--- config.mk ---
export PLATFORM = sky130hd
export DESIGN_NAME = stream_arb_buf
export DESIGN_NICKNAME = d
export VERILOG_FILES = /design/src/rtl/stream_arb_pkg.sv /design/src/rtl/stream_fifo.sv /design/src/rtl/stream_arb_buf.sv
export SDC_FILE = /design/constraint.sdc
export NUM_CORES = 1
export LEC_CHECK = 0
export CAP_MARGIN = 20
export CORE_MARGIN = 2
export CORE_UTILIZATION = 53
export DETAILED_ROUTE_END_ITERATION = 8
export PLACE_DENSITY = 0.83
export SLEW_MARGIN = 20
export SYNTH_ARGS = -nofsm -noshare
export SYNTH_HDL_FRONTEND = slang
export SYNTH_HIERARCHICAL = 1
export SYNTH_SLANG_ARGS = --single-unit
export TNS_END_PERCENT = 50
--- constraint.sdc ---
create_clock -name clk -period 3.7 [get_ports clk]
set_clock_uncertainty 0.1 [all_clocks]
set_input_delay 0.37 -clock clk [delete_from_list [all_inputs] [get_ports clk]]
set_output_delay 0.37 -clock clk [all_outputs]
set_load 0.01 [all_outputs]
--- src/rtl/stream_arb_pkg.sv ---
// Shared types, width helpers and the round-robin grant function for the
// stream concentrator (stream_arb_buf and its per-channel stream_fifo).
package stream_arb_pkg;

    // Widest request vector the grant function handles
    localparam int unsigned MAX_CH   = 32;
    localparam int unsigned MAX_CH_W = 5;

    // Default configuration
    localparam int unsigned DEF_CH_NUM = 4;
    localparam int unsigned DEF_DATA_W = 8;
    localparam int unsigned DEF_DEPTH  = 4;

    // Ceiling log2 for elaboration-time width derivation
    function automatic int unsigned clog2(input int unsigned value);
        int unsigned res;
        res = 0;
        for (int unsigned i = 0; i < 32; i++) begin
            if ((64'd1 << i) < 64'(value)) begin
                res = i + 1;
            end
        end
        return res;
    endfunction

    // Widths of the default configuration
    localparam int unsigned CH_W  = clog2(DEF_CH_NUM);
    localparam int unsigned PTR_W = clog2(DEF_DEPTH);
    localparam int unsigned CNT_W = PTR_W + 1;

    // One-hot grant: first requester after ptr, searching upward with wrap over n channels
    function automatic logic [MAX_CH-1:0] rr_grant(input logic [MAX_CH-1:0] req,
                                                   input int unsigned       ptr,
                                                   input int unsigned       n);
        logic [MAX_CH-1:0]   gnt;
        logic                found;
        logic [MAX_CH_W-1:0] idx;
        gnt   = '0;
        found = 1'b0;
        idx   = '0;
        for (int unsigned off = 1; off <= MAX_CH; off++) begin
            if (!found && off <= n) begin
                idx = MAX_CH_W'((ptr + off) % n);
                if (req[idx]) begin
                    gnt[idx] = 1'b1;
                    found    = 1'b1;
                end
            end
        end
        return gnt;
    endfunction

endpackage

--- src/rtl/stream_fifo.sv ---
// Per-channel count-based FIFO with registered ready, flush and head-of-queue peek.
module stream_fifo
    import stream_arb_pkg::*;
#(
    parameter int unsigned DATA_W = DEF_DATA_W,
    parameter int unsigned DEPTH  = DEF_DEPTH
) (
    input  logic              clk,
    input  logic              rst,
    input  logic              push_valid,
    input  logic [DATA_W-1:0] push_data,
    input  logic              flush,
    input  logic              pop,
    output logic              ready,
    output logic              empty_c,
    output logic [DATA_W-1:0] head_c
);

    localparam int unsigned ADDR_BITS = clog2(DEPTH);
    localparam int unsigned CNT_BITS  = ADDR_BITS + 1;

    logic [DATA_W-1:0]    mem [DEPTH];
    logic [ADDR_BITS-1:0] wr_ptr;
    logic [ADDR_BITS-1:0] rd_ptr;
    logic [CNT_BITS-1:0]  count;
    logic [CNT_BITS-1:0]  cnt_nxt_c;
    logic                 push_c;
    logic                 pop_ok_c;

    assign empty_c = (count == '0);
    assign head_c  = mem[rd_ptr];

    // Qualified push/pop and next occupancy; flush wins over both
    always_comb begin
        push_c    = push_valid && ready && !flush;
        pop_ok_c  = pop && !flush && !empty_c;
        cnt_nxt_c = count;
        if (flush) begin
            cnt_nxt_c = '0;
        end else begin
            cnt_nxt_c = count + CNT_BITS'(push_c) - CNT_BITS'(pop_ok_c);
        end
    end

    // Pointers, occupancy and registered ready
    always_ff @(posedge clk) begin
        if (rst) begin
            wr_ptr <= '0;
            rd_ptr <= '0;
            count  <= '0;
            ready  <= 1'b0;
        end else begin
            count <= cnt_nxt_c;
            ready <= (cnt_nxt_c != CNT_BITS'(DEPTH));
            if (flush) begin
                wr_ptr <= '0;
                rd_ptr <= '0;
            end else begin
                if (push_c) begin
                    wr_ptr <= wr_ptr + ADDR_BITS'(1);
                end
                if (pop_ok_c) begin
                    rd_ptr <= rd_ptr + ADDR_BITS'(1);
                end
            end
        end
    end

    // Storage array; contents are don't-care while empty
    always_ff @(posedge clk) begin
        if (push_c) begin
            mem[wr_ptr] <= push_data;
        end
    end

endmodule

--- src/rtl/stream_arb_buf.sv ---
// N-channel stream concentrator: per-channel FIFOs drained round-robin into one
// registered output stream with backpressure. Optional feature macro:
// STREAM_ARB_CHID_EN adds the dout_chid source-channel output register.
module stream_arb_buf
    import stream_arb_pkg::*;
#(
    parameter int unsigned CH_NUM = DEF_CH_NUM,
    parameter int unsigned DATA_W = DEF_DATA_W,
    parameter int unsigned DEPTH  = DEF_DEPTH
) (
    input  logic                       clk,
    input  logic                       rst,
    input  logic [CH_NUM-1:0]          din_valid,
    input  logic [CH_NUM*DATA_W-1:0]   din,
    output logic [CH_NUM-1:0]          din_ready,
    input  logic [CH_NUM-1:0]          flush,
    output logic                       dout_valid,
    output logic [DATA_W-1:0]          dout,
`ifdef STREAM_ARB_CHID_EN
    output logic [clog2(CH_NUM)-1:0]   dout_chid,
`endif
    input  logic                       dout_ready
);

    localparam int unsigned SEL_W = clog2(CH_NUM);

    logic [CH_NUM-1:0] empty_c;
    logic [CH_NUM-1:0] req_c;
    logic [CH_NUM-1:0] gnt_c;
    logic [CH_NUM-1:0] pop_c;
    logic [DATA_W-1:0] head_c [CH_NUM];
    logic [SEL_W-1:0]  gnt_idx_c;
    logic [SEL_W-1:0]  rr_ptr;
    logic              load_en_c;
    logic              any_gnt_c;

    // One FIFO per input channel
    for (genvar i = 0; i < int'(CH_NUM); i++) begin : g_ch
        stream_fifo #(
            .DATA_W (DATA_W),
            .DEPTH  (DEPTH)
        ) u_fifo (
            .clk        (clk),
            .rst        (rst),
            .push_valid (din_valid[i]),
            .push_data  (din[i*DATA_W +: DATA_W]),
            .flush      (flush[i]),
            .pop        (pop_c[i]),
            .ready      (din_ready[i]),
            .empty_c    (empty_c[i]),
            .head_c     (head_c[i])
        );
    end

    // Arbitration over non-empty, non-flushed channels; pop only when the output loads
    always_comb begin
        load_en_c = !dout_valid || dout_ready;
        req_c     = ~empty_c & ~flush;
        gnt_c     = CH_NUM'(rr_grant(MAX_CH'(req_c), 32'(rr_ptr), CH_NUM));
        any_gnt_c = |gnt_c;
        gnt_idx_c = '0;
        for (int unsigned i = 0; i < CH_NUM; i++) begin
            if (gnt_c[i]) begin
                gnt_idx_c = SEL_W'(i);
            end
        end
        pop_c = load_en_c ? gnt_c : '0;
    end

    // Output register and round-robin pointer
    always_ff @(posedge clk) begin
        if (rst) begin
            dout_valid <= 1'b0;
            dout       <= '0;
            rr_ptr     <= SEL_W'(CH_NUM - 1);
        end else if (load_en_c) begin
            if (any_gnt_c) begin
                dout_valid <= 1'b1;
                dout       <= head_c[gnt_idx_c];
                rr_ptr     <= gnt_idx_c;
            end else begin
                dout_valid <= 1'b0;
            end
        end
    end

`ifdef STREAM_ARB_CHID_EN
    // Source channel travels with the data word
    always_ff @(posedge clk) begin
        if (rst) begin
            dout_chid <= '0;
        end else if (load_en_c && any_gnt_c) begin
            dout_chid <= gnt_idx_c;
        end
    end
`endif

endmodule

==> flow_summary.html, run 1 <==
<table>
<tr><th>Metric</th><th>Value</th></tr>
<tr><th colspan="2">Power</th></tr>
<tr><td>Peak supply drop</td><td>0.378 mV</td></tr>
<tr><td>Internal power contribution</td><td>3330 µW</td></tr>
<tr><td>Fraction of power spent switching nets</td><td>22.4%</td></tr>
<tr><td>Leakage power</td><td>0.00340 µW</td></tr>
<tr><td>Sequential share of power</td><td>51.4%</td></tr>
<tr><td>Switching component of the power</td><td>963 µW</td></tr>
<tr><td>Pwr Density</td><td>447 mW/mm²</td></tr>
<tr><td>Combinational share of power</td><td>8.3%</td></tr>
<tr><td>Relative contribution of the clock network to total power</td><td>40.3%</td></tr>
<tr><th colspan="2">Setup path</th></tr>
<tr><td>Slowest cell on crit path</td><td>mux4_2</td></tr>
<tr><td>Cell repeated most along the worst path</td><td>nor2_1</td></tr>
<tr><td>Startpoint type of the worst setup path</td><td>flop</td></tr>
<tr><td>Worst setup path class</td><td>flop to flop</td></tr>
<tr><td>Largest delay contributor family on the critical path</td><td>adder cells</td></tr>
<tr><td>Series of cell instances along the critical path</td><td>nor3_2 &gt; buf_4 &gt; nor2_1 &gt; mux4_2 &gt; a22o_1 &gt; a211oi_4 &gt; nor2_1 &gt; o31ai_2 &gt; nor2_1 &gt; ha_1 &gt; inv_1 &gt; ha_1 &gt; inv_1 &gt; fa_1 &gt; xor3_1 &gt; and2b_1</td></tr>
<tr><td>Crit path required time</td><td>3.92 ns</td></tr>
<tr><td>Type of element capturing the critical path</td><td>flop</td></tr>
<tr><td>Peak per-stage delay on the critical path</td><td>0.55 ns</td></tr>
<tr><td>Buffers plus inverters on the worst setup path</td><td>3</td></tr>
<tr><td>Endpoint arrival time on the critical path</td><td>3.81 ns</td></tr>
<tr><td>Critical path fanouts, max</td><td>4</td></tr>
<tr><th colspan="2">STA</th></tr>
<tr><td>Final critical-path setup slack</td><td>0.110 ns</td></tr>
<tr><td>Max-slew violations</td><td>0</td></tr>
<tr><td>Slew of the pin with the lowest slew margin</td><td>1.07 ns</td></tr>
<tr><td>Fmax achieved</td><td>279 MHz</td></tr>
<tr><td>Setup repair after global routing missed its margin</td><td>true</td></tr>
<tr><td>Final worst path period share</td><td>97.0%</td></tr>
<tr><td>Slew headroom</td><td>28.3%</td></tr>
<tr><td>Shortest period the worst path allows</td><td>3.59 ns</td></tr>
<tr><td>Setup-violating endpoint count in the final report</td><td>0</td></tr>
<tr><td>Final Hold Fails</td><td>0</td></tr>
<tr><th colspan="2">Synth</th></tr>
<tr><td>EDFF count, synth</td><td>128</td></tr>
<tr><td>Average cell area after synthesis</td><td>15.9 µm²</td></tr>
<tr><td>Synthesized Nets</td><td>577</td></tr>
<tr><td>Ys flop type</td><td>edfxtp_1</td></tr>
<tr><td>Yosys reg bits</td><td>179</td></tr>
<tr><td>XOR/XNOR share of the synthesized area</td><td>1.20%</td></tr>
<tr><td>Count of distinct cell types in the synthesized netlist</td><td>53</td></tr>
<tr><td>Dominant combinational cell family by area after synthesis</td><td>multiplexers</td></tr>
<tr><td>Ys async rst share</td><td>0%</td></tr>
<tr><td>Area fraction of the dominant cell type after synthesis</td><td>48.5%</td></tr>
<tr><td>Synth Instances</td><td>498</td></tr>
<tr><td>Ys Warns</td><td>6</td></tr>
<tr><td>Mux contribution to synthesized area</td><td>12.0%</td></tr>
<tr><td>Post-synthesis sequential area ratio</td><td>61.4%</td></tr>
<tr><td>Leading post-synthesis cells by cell area</td><td>edfxtp_1 49%, dfxtp_1 13%, mux4_2 9.7%, ha_1 5.1%, nor2_1 1.8%</td></tr>
<tr><td>Most common cell in the netlist</td><td>edfxtp_1</td></tr>
<tr><td>Leading area contributor after synthesis</td><td>edfxtp_1</td></tr>
<tr><td>Simple-gate portion of the synthesized area</td><td>8.41%</td></tr>
<tr><td>Cell Area, Synth</td><td>0.00792 mm²</td></tr>
<tr><td>Share of synthesized cell area in full adder, half adder and majority cells</td><td>6.07%</td></tr>
<tr><td>Area fraction in compound gates after synthesis</td><td>8.60%</td></tr>
<tr><td>Commonest cells in the netlist</td><td>128 x edfxtp_1, 51 x dfxtp_1, 38 x nor2_1</td></tr>
<tr><th colspan="2">Clock tree</th></tr>
<tr><td>Clock Path Buffers</td><td>2</td></tr>
<tr><td># H-tree levels</td><td>4</td></tr>
<tr><td>Post-CTS clock slew at the launch and capture registers of the worst setup and hold paths</td><td>0.07 ns</td></tr>
<tr><td>TritonCTS clock tree</td><td>done</td></tr>
<tr><td>Sink Count</td><td>179</td></tr>
<tr><td>CTS Hold Buffers Added</td><td>0</td></tr>
<tr><td>Cell at the root of the clock tree</td><td>clkbuf_16</td></tr>
<tr><td>TritonCTS Buffers</td><td>17</td></tr>
<tr><td>Clock latency on the worst-skew pair</td><td>0.43 ns</td></tr>
<tr><th colspan="2">Floorplan</th></tr>
<tr><td>Die width</td><td>126 µm</td></tr>
<tr><td>Die ar.</td><td>0.0159 mm²</td></tr>
<tr><td>Top Ports</td><td>56</td></tr>
<tr><td># rows</td><td>44</td></tr>
<tr><td>Initial cell density of the core</td><td>54.3%</td></tr>
<tr><td>Height of the die</td><td>126 µm</td></tr>
<tr><td>CORE AREA</td><td>0.0146 mm²</td></tr>
<tr><th colspan="2">Global routing</th></tr>
<tr><td>Via count of the first global-routing pass</td><td>4874</td></tr>
<tr><td>Antenna violations before repair</td><td>0</td></tr>
<tr><td>Overall overflow remaining after global route</td><td>0</td></tr>
<tr><td>Overall track demand over capacity in global routing</td><td>21.0%</td></tr>
<tr><td>Pin count of the biggest net entering global routing</td><td>28</td></tr>
<tr><td>First-pass GRT wire length</td><td>25500 µm</td></tr>
<tr><th colspan="2">Place</th></tr>
<tr><td>Placed standard-cell area</td><td>0.00892 mm²</td></tr>
<tr><td>Placed instance count</td><td>766</td></tr>
<tr><td>Post-Place Setup Slack</td><td>-0.342 ns</td></tr>
<tr><td>Post-detail-place hpwl</td><td>11400 µm</td></tr>
<tr><td>Number of port buffers</td><td>55</td></tr>
<tr><td>RePlAce Congestion</td><td>0.934</td></tr>
<tr><th colspan="2">Layout</th></tr>
<tr><td>Final cell utilization of the core</td><td>65.8%</td></tr>
<tr><td>Count of inserted antenna diode cells</td><td>0</td></tr>
<tr><td>Final instance count without filler cells</td><td>800</td></tr>
<tr><td>Net count reported at finish</td><td>682</td></tr>
<tr><td>Final standard cell area without fillers</td><td>0.00959 mm²</td></tr>
<tr><td>P&amp;R area growth vs syn</td><td>21.2%</td></tr>
<tr><td>Share of post-route cells with drive strength above 1</td><td>25.8%</td></tr>
<tr><th colspan="2">Detailed routing</th></tr>
<tr><td>Post-route DRC violation count</td><td>0</td></tr>
<tr><td>1st-pass router iterations</td><td>5</td></tr>
<tr><td>Met1 Wirelength</td><td>6770 µm</td></tr>
<tr><td>Top Layer Used</td><td>met4</td></tr>
<tr><td>Number of vias per cell after detailed routing</td><td>5.87</td></tr>
<tr><td>DR WL met3</td><td>786 µm</td></tr>
<tr><td>Detailed route wirelength on metal2</td><td>8270 µm</td></tr>
<tr><td>Wire length reported by the detailed router</td><td>16100 µm</td></tr>
<tr><td>Post-detailed-route count of antenna-violating nets</td><td>0</td></tr>
<tr><td>1st-iter DRT viols</td><td>412</td></tr>
<tr><td>Via count</td><td>4698</td></tr>
<tr><td>Post-detailed-route wirelength per cell</td><td>20.2 µm</td></tr>
<tr><th colspan="2">Job</th></tr>
<tr><td>Number of maximum-capacitance constraint violations</td><td>0</td></tr>
<tr><th colspan="2">Outcome</th></tr>
<tr><td>Run status</td><td>complete, no violations</td></tr>
<tr><th colspan="2">Min path</th></tr>
<tr><td>Class of the worst hold path</td><td>flop to flop</td></tr>
</table>
==> logic make-up after synthesis <==
logic type               count (synthesis)
flip-flops                             179
AND/OR/NAND/NOR                        120
AO/OA/AOI/OAI                           72
multiplexers                            49
buffers and inverters                   38
adder cells (fa/ha/maj)                 36
XOR/XNOR                                 4
==> layout by cell type, fill, tap and decap left out, drive strengths merged, types with 5 or more instances in the layout <==
cell           instances
and2                  17
clkdlybuf4s50         55
o221ai                16
or2                    8
inv                   31
buf                   43
nor3b                  9
mux4                  35
a21bo                  8
nor2                  39
edfxtp               128
mux2                  12
clkinv                 5
a21oi                  9
clkbuf                19
nand3                  6
a311oi                 8
ha                    32
nor3                  16
o21ai                  6
dfxtp                 51
==> per-layer routing <==
layer,up-vias,global-route usage (%)
met5,-,0
met4,0,6.98
li1,2160,-
met1,2356,27.0
met3,27,4.89
met2,155,35.5
==> registers in the layout, indices dropped and copies added (netlist names), named ones only <==
signal	count
g_ch.u_fifo/ready	4
dout_valid	1
g_ch.u_fifo/wr_ptr	8
g_ch.u_fifo/count	12
rr_ptr	2
g_ch.u_fifo/rd_ptr	8
dout	8
g_ch.u_fifo/mem	128
==> through the flow <==
step / hold WS, ns / power (µW) / TNS, ns
floorplan: 0.339 / 2410 / 0
global placement: 0.432 / 2570 / -1.44
detailed placement: 0.443 / 2590 / -2.78
CTS: 0.452 / 4300 / 0
global route: 0.464 / 4410 / -0.394
finish: 0.447 / 4290 / 0
==> final timing paths <==
path,start,to,slack (ns),cells after the start
max,g_ch[0].u_fifo/count[0],g_ch[0].u_fifo/count[2],0.11,16
min,dout[4],dout[4],0.45,2
max reg2reg,g_ch[0].u_fifo/count[0],g_ch[0].u_fifo/count[2],0.11,16
min reg2reg,dout[4],dout[4],0.45,2
==> final cells by class <==
cell class                      instances  area, µm²
Inverter                               26       98.8
Fill cell                             966       4990
Tap cell                              184        230
Sequential cell                       179       4870
Timing Repair Buffer                   98        873
Multi-Input combinational cell        281       2940
Clock buffer                           19        454
Clock inverter                         13        120
==> power by group through the flow <==
| stage | clock (µW) | sequential (µW) | combinational (µW) |
|---|---|---|---|
| 5_1_grt | 1820 | 2210 | 385 |
| 6_report | 1730 | 2200 | 358 |
| 4_1_cts | 1750 | 2200 | 346 |
| 3_3_place_gp | 0 | 2240 | 329 |
| 3_5_place_dp | 0 | 2250 | 344 |
| 2_1_floorplan | 0 | 2250 | 160 |
==> repair_timing <==
action | in CTS | in global routing
resized for setup | 2 | 19
gates cloned | 0 | 0
pin swaps | 1 | 5
setup buffers | 0 | 2
endpoints found under the setup margin | 4 | 8
==> worst register-to-register path: stages, from the launching register on <==
cell and delay, ns:
dfxtp_2 0.32, nor3_2 0.23, buf_4 0.15, nor2_1 0.06, mux4_2 0.55, a22o_1 0.30
a211oi_4 0.22, nor2_1 0.10, o31ai_2 0.08, nor2_1 0.08, ha_1 0.28, inv_1 0.08
ha_1 0.15, inv_1 0.05, fa_1 0.37, xor3_1 0.21, and2b_1 0.17
No activity file was read; power rests on OpenSTA's default activity.
==> inputs of run 2 (changes only) <==
--- a/config.mk
+++ b/config.mk
@@ -8,6 +8,7 @@
 export CAP_MARGIN = 20
 export CORE_MARGIN = 2
 export CORE_UTILIZATION = 53
+export CTS_CLUSTER_SIZE = 28
 export DETAILED_ROUTE_END_ITERATION = 8
 export PLACE_DENSITY = 0.83
 export SLEW_MARGIN = 20
==> results of run 2 <==
Final layout, timing and power as in run 1 (identical DEF).
